File: src/rtl/rps_round_ctrl_if.sv
// rps_round_ctrl_if: player/timer inputs and display/timer outputs of the round sequencer
interface rps_round_ctrl_if #(parameter int SCORE_W = 4);
   logic               start;
   logic               timer_hit;
   logic [1:0]         p1_move;
   logic [1:0]         p2_move;
   logic               timer_en;
   logic               beat;
   logic [1:0]         beats_left;
   logic [1:0]         result;
   logic [SCORE_W-1:0] p1_score;
   logic [SCORE_W-1:0] p2_score;
   logic               busy;
   logic               game_over;
   modport master (
      output start, timer_hit, p1_move, p2_move,
      input  timer_en, beat, beats_left, result, p1_score, p2_score, busy, game_over
   );
   modport slave (
      input  start, timer_hit, p1_move, p2_move,
      output timer_en, beat, beats_left, result, p1_score, p2_score, busy, game_over
   );
endinterface

File: src/rtl/rps_round_ctrl.sv
// rps_round_ctrl: beat countdown, move sampling, judging and saturating scores for rock-paper-scissors
module rps_round_ctrl #(
   parameter int COUNT_BEATS = 3,
   parameter int SCORE_W     = 4,
   parameter int WIN_SCORE   = 5
) (
   input  logic            clk,
   input  logic            reset,
   rps_round_ctrl_if.slave bus
);
   typedef enum logic [2:0] {IDLE, COUNT, SAMPLE, JUDGE, SHOW, OVER} state_t;
   localparam logic [1:0]         BEATS = 2'(COUNT_BEATS);
   localparam logic [SCORE_W-1:0] WIN   = SCORE_W'(WIN_SCORE);
   state_t             state_q, state_d;
   logic               timer_en_q, timer_en_d;
   logic               beat_q, beat_d;
   logic [1:0]         beats_q, beats_d;
   logic [1:0]         result_q, result_d;
   logic [SCORE_W-1:0] p1s_q, p1s_d, p2s_q, p2s_d;
   logic [1:0]         m1_q, m1_d, m2_q, m2_d;
   logic               busy_q, busy_d, over_q, over_d;
   logic               p1_wins;
   logic [1:0]         verdict;
   // a missing move loses to any real move; otherwise rock>scissors>paper>rock
   assign p1_wins = (m2_q == 2'b00) || ({m1_q, m2_q} == 4'b0111) ||
                    ({m1_q, m2_q} == 4'b1110) || ({m1_q, m2_q} == 4'b1001);
   assign verdict = (m1_q == m2_q) ? 2'b11 : (p1_wins ? 2'b01 : 2'b10);
   assign bus.timer_en   = timer_en_q;
   assign bus.beat       = beat_q;
   assign bus.beats_left = beats_q;
   assign bus.result     = result_q;
   assign bus.p1_score   = p1s_q;
   assign bus.p2_score   = p2s_q;
   assign bus.busy       = busy_q;
   assign bus.game_over  = over_q;
   // next-state and next-output logic; every output is registered
   always_comb begin
      state_d    = state_q;
      timer_en_d = timer_en_q;
      beat_d     = 1'b0;
      beats_d    = beats_q;
      result_d   = result_q;
      p1s_d      = p1s_q;
      p2s_d      = p2s_q;
      m1_d       = m1_q;
      m2_d       = m2_q;
      case (state_q)
         IDLE: begin
            timer_en_d = 1'b0;
            if (bus.start) begin
               state_d    = COUNT;
               beats_d    = BEATS;
               timer_en_d = 1'b1;
               result_d   = 2'b00;
            end
         end
         COUNT: begin
            if (!timer_en_q) timer_en_d = 1'b1;
            else if (bus.timer_hit) begin
               timer_en_d = 1'b0;
               beat_d     = 1'b1;
               if (beats_q == 2'd1) state_d = SAMPLE;
               else beats_d = beats_q - 2'd1;
            end
         end
         SAMPLE: begin
            m1_d       = bus.p1_move;
            m2_d       = bus.p2_move;
            timer_en_d = 1'b0;
            state_d    = JUDGE;
         end
         JUDGE: begin
            result_d   = verdict;
            p1s_d      = (verdict == 2'b01 && p1s_q != WIN) ? p1s_q + 1'b1 : p1s_q;
            p2s_d      = (verdict == 2'b10 && p2s_q != WIN) ? p2s_q + 1'b1 : p2s_q;
            timer_en_d = 1'b1;
            state_d    = SHOW;
         end
         SHOW: begin
            if (timer_en_q && bus.timer_hit) begin
               timer_en_d = 1'b0;
               state_d    = (p1s_q == WIN || p2s_q == WIN) ? OVER : IDLE;
            end
         end
         OVER: begin
            timer_en_d = 1'b0;
            if (bus.start) begin
               state_d    = COUNT;
               beats_d    = BEATS;
               timer_en_d = 1'b1;
               result_d   = 2'b00;
               p1s_d      = '0;
               p2s_d      = '0;
            end
         end
         default: state_d = IDLE;
      endcase
      busy_d = (state_d == COUNT) || (state_d == SAMPLE) || (state_d == JUDGE) || (state_d == SHOW);
      over_d = (state_d == OVER);
   end
   // state and output registers with synchronous reset
   always_ff @(posedge clk) begin
      if (reset) begin
         state_q    <= IDLE;
         timer_en_q <= 1'b0;
         beat_q     <= 1'b0;
         beats_q    <= 2'b00;
         result_q   <= 2'b00;
         p1s_q      <= '0;
         p2s_q      <= '0;
         m1_q       <= 2'b00;
         m2_q       <= 2'b00;
         busy_q     <= 1'b0;
         over_q     <= 1'b0;
      end else begin
         state_q    <= state_d;
         timer_en_q <= timer_en_d;
         beat_q     <= beat_d;
         beats_q    <= beats_d;
         result_q   <= result_d;
         p1s_q      <= p1s_d;
         p2s_q      <= p2s_d;
         m1_q       <= m1_d;
         m2_q       <= m2_d;
         busy_q     <= busy_d;
         over_q     <= over_d;
      end
   end
endmodule
File: src/flat_wrapper.sv
// flat-port wrapper written by rule: the top's interface ports become plain ports
module rps_round_ctrl_flat 
#(
   parameter int COUNT_BEATS = 3,
   parameter int SCORE_W     = 4,
   parameter int WIN_SCORE   = 5
)
  (clk, reset, bus_start, bus_timer_hit, bus_p1_move, bus_p2_move, bus_timer_en, bus_beat, bus_beats_left, bus_result, bus_p1_score, bus_p2_score, bus_busy, bus_game_over);
  rps_round_ctrl_if #(.SCORE_W(SCORE_W)) bus_i ();
  input  logic clk;
  input  logic reset;
  input wire logic [$bits(bus_i.start)-1:0] bus_start;
  input wire logic [$bits(bus_i.timer_hit)-1:0] bus_timer_hit;
  input wire logic [$bits(bus_i.p1_move)-1:0] bus_p1_move;
  input wire logic [$bits(bus_i.p2_move)-1:0] bus_p2_move;
  output wire logic [$bits(bus_i.timer_en)-1:0] bus_timer_en;
  output wire logic [$bits(bus_i.beat)-1:0] bus_beat;
  output wire logic [$bits(bus_i.beats_left)-1:0] bus_beats_left;
  output wire logic [$bits(bus_i.result)-1:0] bus_result;
  output wire logic [$bits(bus_i.p1_score)-1:0] bus_p1_score;
  output wire logic [$bits(bus_i.p2_score)-1:0] bus_p2_score;
  output wire logic [$bits(bus_i.busy)-1:0] bus_busy;
  output wire logic [$bits(bus_i.game_over)-1:0] bus_game_over;
  assign bus_i.start = bus_start;
  assign bus_i.timer_hit = bus_timer_hit;
  assign bus_i.p1_move = bus_p1_move;
  assign bus_i.p2_move = bus_p2_move;
  assign bus_timer_en = bus_i.timer_en;
  assign bus_beat = bus_i.beat;
  assign bus_beats_left = bus_i.beats_left;
  assign bus_result = bus_i.result;
  assign bus_p1_score = bus_i.p1_score;
  assign bus_p2_score = bus_i.p2_score;
  assign bus_busy = bus_i.busy;
  assign bus_game_over = bus_i.game_over;
  rps_round_ctrl #(.COUNT_BEATS(COUNT_BEATS), .SCORE_W(SCORE_W), .WIN_SCORE(WIN_SCORE)) u_core (.clk(clk), .reset(reset), .bus(bus_i));
endmodule
File: config.mk
export PLATFORM = sky130hd
export DESIGN_NAME = rps_round_ctrl_flat
export DESIGN_NICKNAME = d
export VERILOG_FILES = /design/src/rtl/rps_round_ctrl_if.sv /design/src/rtl/rps_round_ctrl.sv /design/src/flat_wrapper.sv
export SDC_FILE = /design/constraint.sdc
export NUM_CORES = 1
export LEC_CHECK = 0
export CORE_ASPECT_RATIO = 1.1
export CORE_UTILIZATION = 45
export DETAILED_ROUTE_END_ITERATION = 10
export GPL_TIMING_DRIVEN = 0
export PLACE_DENSITY = 0.71
export SLEW_MARGIN = 10
export SYNTH_ARGS = -nofsm -noshare
export SYNTH_HDL_FRONTEND = slang
export SYNTH_SLANG_ARGS = --single-unit
File: constraint.sdc
create_clock -name clk -period 3.3 [get_ports clk]
set_clock_uncertainty 0.2 [all_clocks]
set_input_delay 0.66 -clock clk [delete_from_list [all_inputs] [get_ports clk]]
set_output_delay 0.66 -clock clk [all_outputs]
set_load 0.005 [all_outputs]
; Word level (Yosys, flattened, before mapping)
; Cells that the tools add are included.
[op_classes]
add_sub_neg = 3
eq_ne = 29
n_mux = 27
bitwise = 2
n_reduce_logical = 23
[op_table]
columns = op, count
row1 = two-way mux 3 bit, 6
row2 = one-hot mux 4 bit (2 select lines), 2
row3 = one-hot mux 3 bit (5 select lines), 1
row4 = two-way mux 2 bit, 7
row5 = equality test 3 x 2 -> 1 bit (second input constant), 4
row6 = equality test 3 bit (second input constant), 4
row7 = equality test 4 x 3 -> 1 bit (second input constant), 3
row8 = two-way mux 4 bit, 3
row9 = != test 2 x 1 -> 1 bit (second input constant), 5
row10 = adder 4 x 1 -> 4 bit (second input constant), 2
row11 = equality test 4 bit (second input constant), 2
row12 = != test 4 x 3 -> 1 bit (second input constant), 2
row13 = one-hot mux 2 bit (2 select lines), 2
row14 = logical OR 1 bit, 7
row15 = equality test 3 x 1 -> 1 bit (second input constant), 2
row16 = != test 2 bit (second input constant), 3
row17 = AND reduction 3 bit, 2
row18 = nonzero test 2 bit, 3
row19 = two-way mux 1 bit, 5
row20 = one-hot mux 1 bit (5 select lines), 1
row21 = AND reduction 5 bit, 1
row22 = nonzero test 5 bit, 1
row23 = equality test 2 x 1 -> 1 bit (second input constant), 2
row24 = AND reduction 2 bit, 2
row25 = 9 further kinds, 12
[word_totals]
regBits = 23
input_bits = 8
out_inout_bits = 16

; Logic depth before layout (Yosys ltp)
; Gate-level depths: netlist of run 1.
[depth]
depth_word = 10
mapped_depth = 7

; Worst setup path after synthesis of run 1
; Ideal clock, no wire load.
[synth_timing]
kind = input -> register
start = input port bus_timer_hit
end = register u_core.busy_q, in the netlist u_core.bus.busy
arrival_ps = 1406
required_time_ps = 2972
slack_ps = 1567
cell_stages = 5
path_buffers = 0
cell_sequence = and2_1 > a311oi_1 > nor3_2 > xnor2_1 > nor2_1
[synth_between]
elab_chain_cells = 7
[synth_rtl]
columns = item, line_no
row1 = "start, declared", flat_wrapper.sv:13  ; input wire logic [$bits(bus_i.timer_hit)-1:0] bus_timer_hit;
row2 = two-way mux 3 bit / logical AND 1 bit (equally long branches), "rps_round_ctrl.sv:59, rps_round_ctrl.sv:80"
row3 = "two-way mux 3 bit, on equally long branches", "rps_round_ctrl.sv:58, rps_round_ctrl.sv:80"
row4 = one-hot mux 3 bit (5 select lines) *, rps_round_ctrl.sv:47  ; case (state_q)
row5 = equality test 3 x 1 -> 1 bit / equality test 3 x 2 -> 1 bit (equally long branches), rps_round_ctrl.sv:98  ; busy_d = (state_d == COUNT) || (state_d == SAMPLE) || (state_d == JUDGE) || (state_d == SHOW);
row6 = logical OR 1 bit (2 in series), rps_round_ctrl.sv:98
row7 = logical OR 1 bit *, rps_round_ctrl.sv:98
row8 = "end signal, assigned", rps_round_ctrl.sv:125  ; busy_q <= busy_d;
row9 = "end, declared", rps_round_ctrl.sv:21  ; logic busy_q, busy_d, over_q, over_d;
; Every way passes the cells marked *; elsewhere a longest branch is shown, timed or not.
; A chain may end at the register's enable or synchronous reset.

; Worst setup path after layout of run 1
[layout_timing]
start = register u_core.p2s_q[0], in the netlist u_core.bus.p2_score[0]
end = output port bus_p2_score[0]
[layout_rtl]
columns = item, line_no
row1 = "start, declared", rps_round_ctrl.sv:19  ; logic [SCORE_W-1:0] p1s_q, p1s_d, p2s_q, p2s_d;
row2 = "start signal, assigned", rps_round_ctrl.sv:122  ; p2s_q <= p2s_d;
row3 = "end, declared", flat_wrapper.sv:21  ; output wire logic [$bits(bus_i.p2_score)-1:0] bus_p2_score;
; No word-level cell between the ends.

==> results of run 1 <==
-- registers in the layout, indices dropped and copies added (netlist names) --
name	flops
u_core.bus.beat	1
u_core.bus.beats_left	2
u_core.bus.busy	1
u_core.bus.game_over	1
u_core.bus.p1_score	4
u_core.bus.p2_score	4
u_core.bus.result	2
u_core.bus.timer_en	1
u_core.m1_q	2
u_core.m2_q	2
u_core.state_q	3
-- cells in the mapped netlist (2+ instances only) --
| library cell | instances | area share (%) |
|---|---|---|
| nor3_2 | 2 | 1.7 |
| nand4b_1 | 3 | 2.2 |
| nand2_1 | 18 | 5.7 |
| nor2b_1 | 3 | 1.6 |
| nor3_1 | 6 | 2.5 |
| and2_1 | 3 | 1.6 |
| nor3b_1 | 2 | 1.3 |
| a21oi_1 | 5 | 2.1 |
| ha_1 | 5 | 5.2 |
| buf_2 | 2 | 0.84 |
| inv_1 | 5 | 1.6 |
| and3_1 | 2 | 1.0 |
| nand2b_1 | 4 | 2.1 |
| dfxtp_1 | 23 | 39 |
| a211oi_1 | 2 | 1.3 |
| clkbuf_1 | 2 | 0.63 |
| nand3_1 | 7 | 2.9 |
| mux2i_1 | 5 | 4.2 |
| nor2_1 | 13 | 4.1 |
| a31oi_1 | 2 | 1.0 |
| o21ai_0 | 4 | 1.7 |
| a21o_1 | 2 | 1.3 |
| nand3b_1 | 3 | 1.9 |
-- cells in the final DEF (no fill, tap or decap), drive strengths merged --
cell type      Yosys  routed
and3               2       2
o211a              1       1
nand3b             3       3
nor3b              2       2
o211ai             1       1
a21oi              6       6
clkdlybuf4s50      0      22
xor2               1       1
and3b              2       2
nand3              7       7
nand4b             3       3
nor2b              3       3
xnor2              1       1
and2               3       3
nor4               1       1
clkbuf             3       7
a41o               1       1
ha                 5       5
a31oi              2       2
mux2i              5       5
a311oi             1       1
nand2b             4       4
nor3               8       8
o21ai              5       5
nand2             19      19
inv                5       5
a21boi             1       1
o21bai             1       1
o221ai             1       1
buf                3       3
or3                1       1
nor2              13      13
dfxtp             23      23
a21o               2       2
a211oi             3       3
-- worst max path at each step --
| stage | slack (ns) | cells past startpoint | startpoint | end |
|---|---|---|---|---|
| floorplan | 1.57 | 5 | bus_timer_hit | u_core.bus.busy$_SDFF_PP0_ |
| global placement | 0.96 | 7 | bus_start | u_core.bus.p2_score[2]$_SDFFE_PP0P_ |
| detailed placement | 0.94 | 7 | bus_start | u_core.bus.p1_score[3]$_SDFFE_PP0P_ |
| CTS | 1.14 | 1 | u_core.bus.p2_score[0]$_SDFFE_PP0P_ | bus_p2_score[0] |
| global route | 1.07 | 1 | u_core.bus.p2_score[0]$_SDFFE_PP0P_ | bus_p2_score[0] |
| finish | 1.16 | 1 | u_core.bus.p2_score[0]$_SDFFE_PP0P_ | bus_p2_score[0] |
-- layer usage --
metal / share of wire (%) / wire length [um] / vias up
li1: - / - / 554
met4: 0.78 / 20 / 0
met2: 49 / 1260 / 19
met1: 47 / 1200 / 494
met5: 0 / 0 / -
met3: 3.2 / 81 / 4
-- kinds of logic (layout without fill, tap and decap cells) --
logic type / count (synthesis) / in the layout
compound gates: 25 / 25
xor+xnor: 2 / 2
fa+ha+maj: 5 / 5
buf+inv: 11 / 37
flops: 23 / 23
mux: 5 / 5
simple gates: 71 / 71
-- area by class of cell --
| type | count | area (sq um) |
|---|---|---|
| fill | 242 | 1020 |
| buffer | 6 | 33.8 |
| multi-input combinational | 108 | 682 |
| clock buffer | 4 | 26.3 |
| inverter | 5 | 18.8 |
| sequential | 23 | 460 |
| tap | 31 | 38.8 |
| timing repair buffer | 22 | 220 |
-- through the flow --
step,instance area [sq um],instances
3_5_place_dp,1450,195
2_1_floorplan,1190,142
3_3_place_gp,1450,195
4_1_cts,1480,199
6_report,1480,199
5_1_grt,1480,199
-- power breakdown --
group / internal [uW] / total [uW] / switching [uW]
Clock: 47.1 / 128 / 81.0
Sequential: 284 / 289 / 5.15
Combinational: 27.5 / 54.2 / 26.7
Total: 358 / 471 / 113
==> flow_summary.toml, run 1 <==
[global_route]
busiest_layer = "met2"
grt_pass1_wl_mm = 4.37
grt-ovfl-total = 0
grt_use_met2_pct = 33.5
grtUsageMet3_pct = 2.73
grt_pass1_vias = 993
track_usage_pct = 19.9
antenna_found_initial = 0
gr-usage-met1_pct = 25.5
grt_max_degree = 13

[place]
gp_congestion = 0.815
place_worst_setup_slack_ns = 0.943
dp_hpwl_mm = 1.92
portBuffers = 22

[power_and_ir_drop]
power_density_mw_per_mm2 = 318
power.leakage_uw = 0.000552
vdd_ir_drop_max_uv = 212
total_power_uw = 471

[min_path]
min_to = "u_core.bus.result[1]$_SDFFE_PP0P_"
holdPathStages = 2
hold_class = "reg -> reg"
hold_path_startpoint = "u_core.bus.result[1]$_SDFFE_PP0P_"

[clocking]
cts_resized = 0
cts_setup_buffers = 0
htreeDepth = 1
cts_sinks = 23
cts_buffers = 3
clock_latency_ns = 0.31
cts_tree = "built"
cts_hold_buf = 0
path_clk_slew_ns = 0.12
clockRootBuffer = "clkbuf_4"
cts_buffer_depth = 2

[final_layout]
areaGrowthSynthToFinish_pct = 23.9
final_util_pct = 59.3
diodes = 0
nets = 182
final_layout_size_suffix_gt1_share_pct = 7.74

[sta]
setup_viol = 0
slew_headroom_pct = 68.8
worstMarginPinSlew_ns = 0.467
max_freq_mhz = 466
setup_tns_ns = 0
setup_slack_ns = 1.16
rsz0062_at_grt = "no"
period_needed_ns = 2.14
min_period_over_period_pct = 65.0
hold_viol = 0
hold_slack_ns = 0.280
slew_violations = 0

[routing]
vias = 1071
first_pass_iters = 4
antenna_left = 0
drt-total-wl_mm = 2.56
drt_iter0_markers = 18
routed_via_density = 5.38
routedWlPerCell_um = 12.9
drc_errors = 0

[setup_path]
reg2regPathDepth = 6
startpoint_type = "register"
crit_fanout = 6
r2r_slack_ns = 1.56
worst-path-buf-inv = 1
r2r_start = "u_core.bus.p2_score[0]$_SDFFE_PP0P_"
slowest_stage = "clkdlybuf4s50_1"
r2r_end = "u_core.bus.busy$_SDFF_PP0_"
worst_ep_required_time_ns = 2.44
end_kind = "primary output"
critPathArrivalTime_ns = 1.28
crit_family = "buffers and inverters"
cpPeakStageDelay_ns = 0.54
path_cells = "clkdlybuf4s50_1"
critPathKind = "reg -> out"

[outcome]
status = "complete, no violations"

[logic_synthesis]
async_flop_share_pct = 0
synth_edf_count = 0
synth_mux_area_share_pct = 4.19
synthDistinctLibCells = 42
synth_nets = 155
yosys_register_bits = 23
syn_inst = 142
syn_avg_cell_area_sq_um = 8.41
synth-seq-area-share_pct = 38.5
netlist_area_sq_mm = 0.00119
synth-warning-count = 0
synthSimpleGateAreaFrac_pct = 31.6
synth_top_family_by_area = "simple AND/OR/NAND/NOR gates"
synth_adder_area_share_pct = 5.24
synthFlopType = "dfxtp_1"
synth_xor_area_share_pct = 1.47
synth_compound_area_share_pct = 14.6

[die]
chipWidth_um = 51.1
dieArea_sq_mm = 0.00287
initial_core_util_pct = 47.9
fp.coreArea_sq_mm = 0.00250
die_h_um = 56.0
core.rowCount = 19
io_pins = 24

[flow_run]
cap_violations = 0
(Power assumes the default switching activity.)
==> run 2: changes to the inputs <==
==> constraint.sdc (replaced) <==
create_clock -name clk -period 2.2 [get_ports clk]
set_clock_uncertainty 0.2 [all_clocks]
set_input_delay 0.44 -clock clk [delete_from_list [all_inputs] [get_ports clk]]
set_output_delay 0.44 -clock clk [all_outputs]
set_load 0.005 [all_outputs]
==> results of run 2 <==
The final DEF is identical to that of run 1. Status: complete, no violations.
Main changes from that run: setup slack after placement 0.943 ns -> 0.0633 ns; setup slack after layout 1.16 ns -> 0.276 ns; register-to-register setup slack 1.56 ns -> 0.46 ns; total power 471 uW -> 707 uW; worst IR drop on VDD 212 uV -> 318 uV
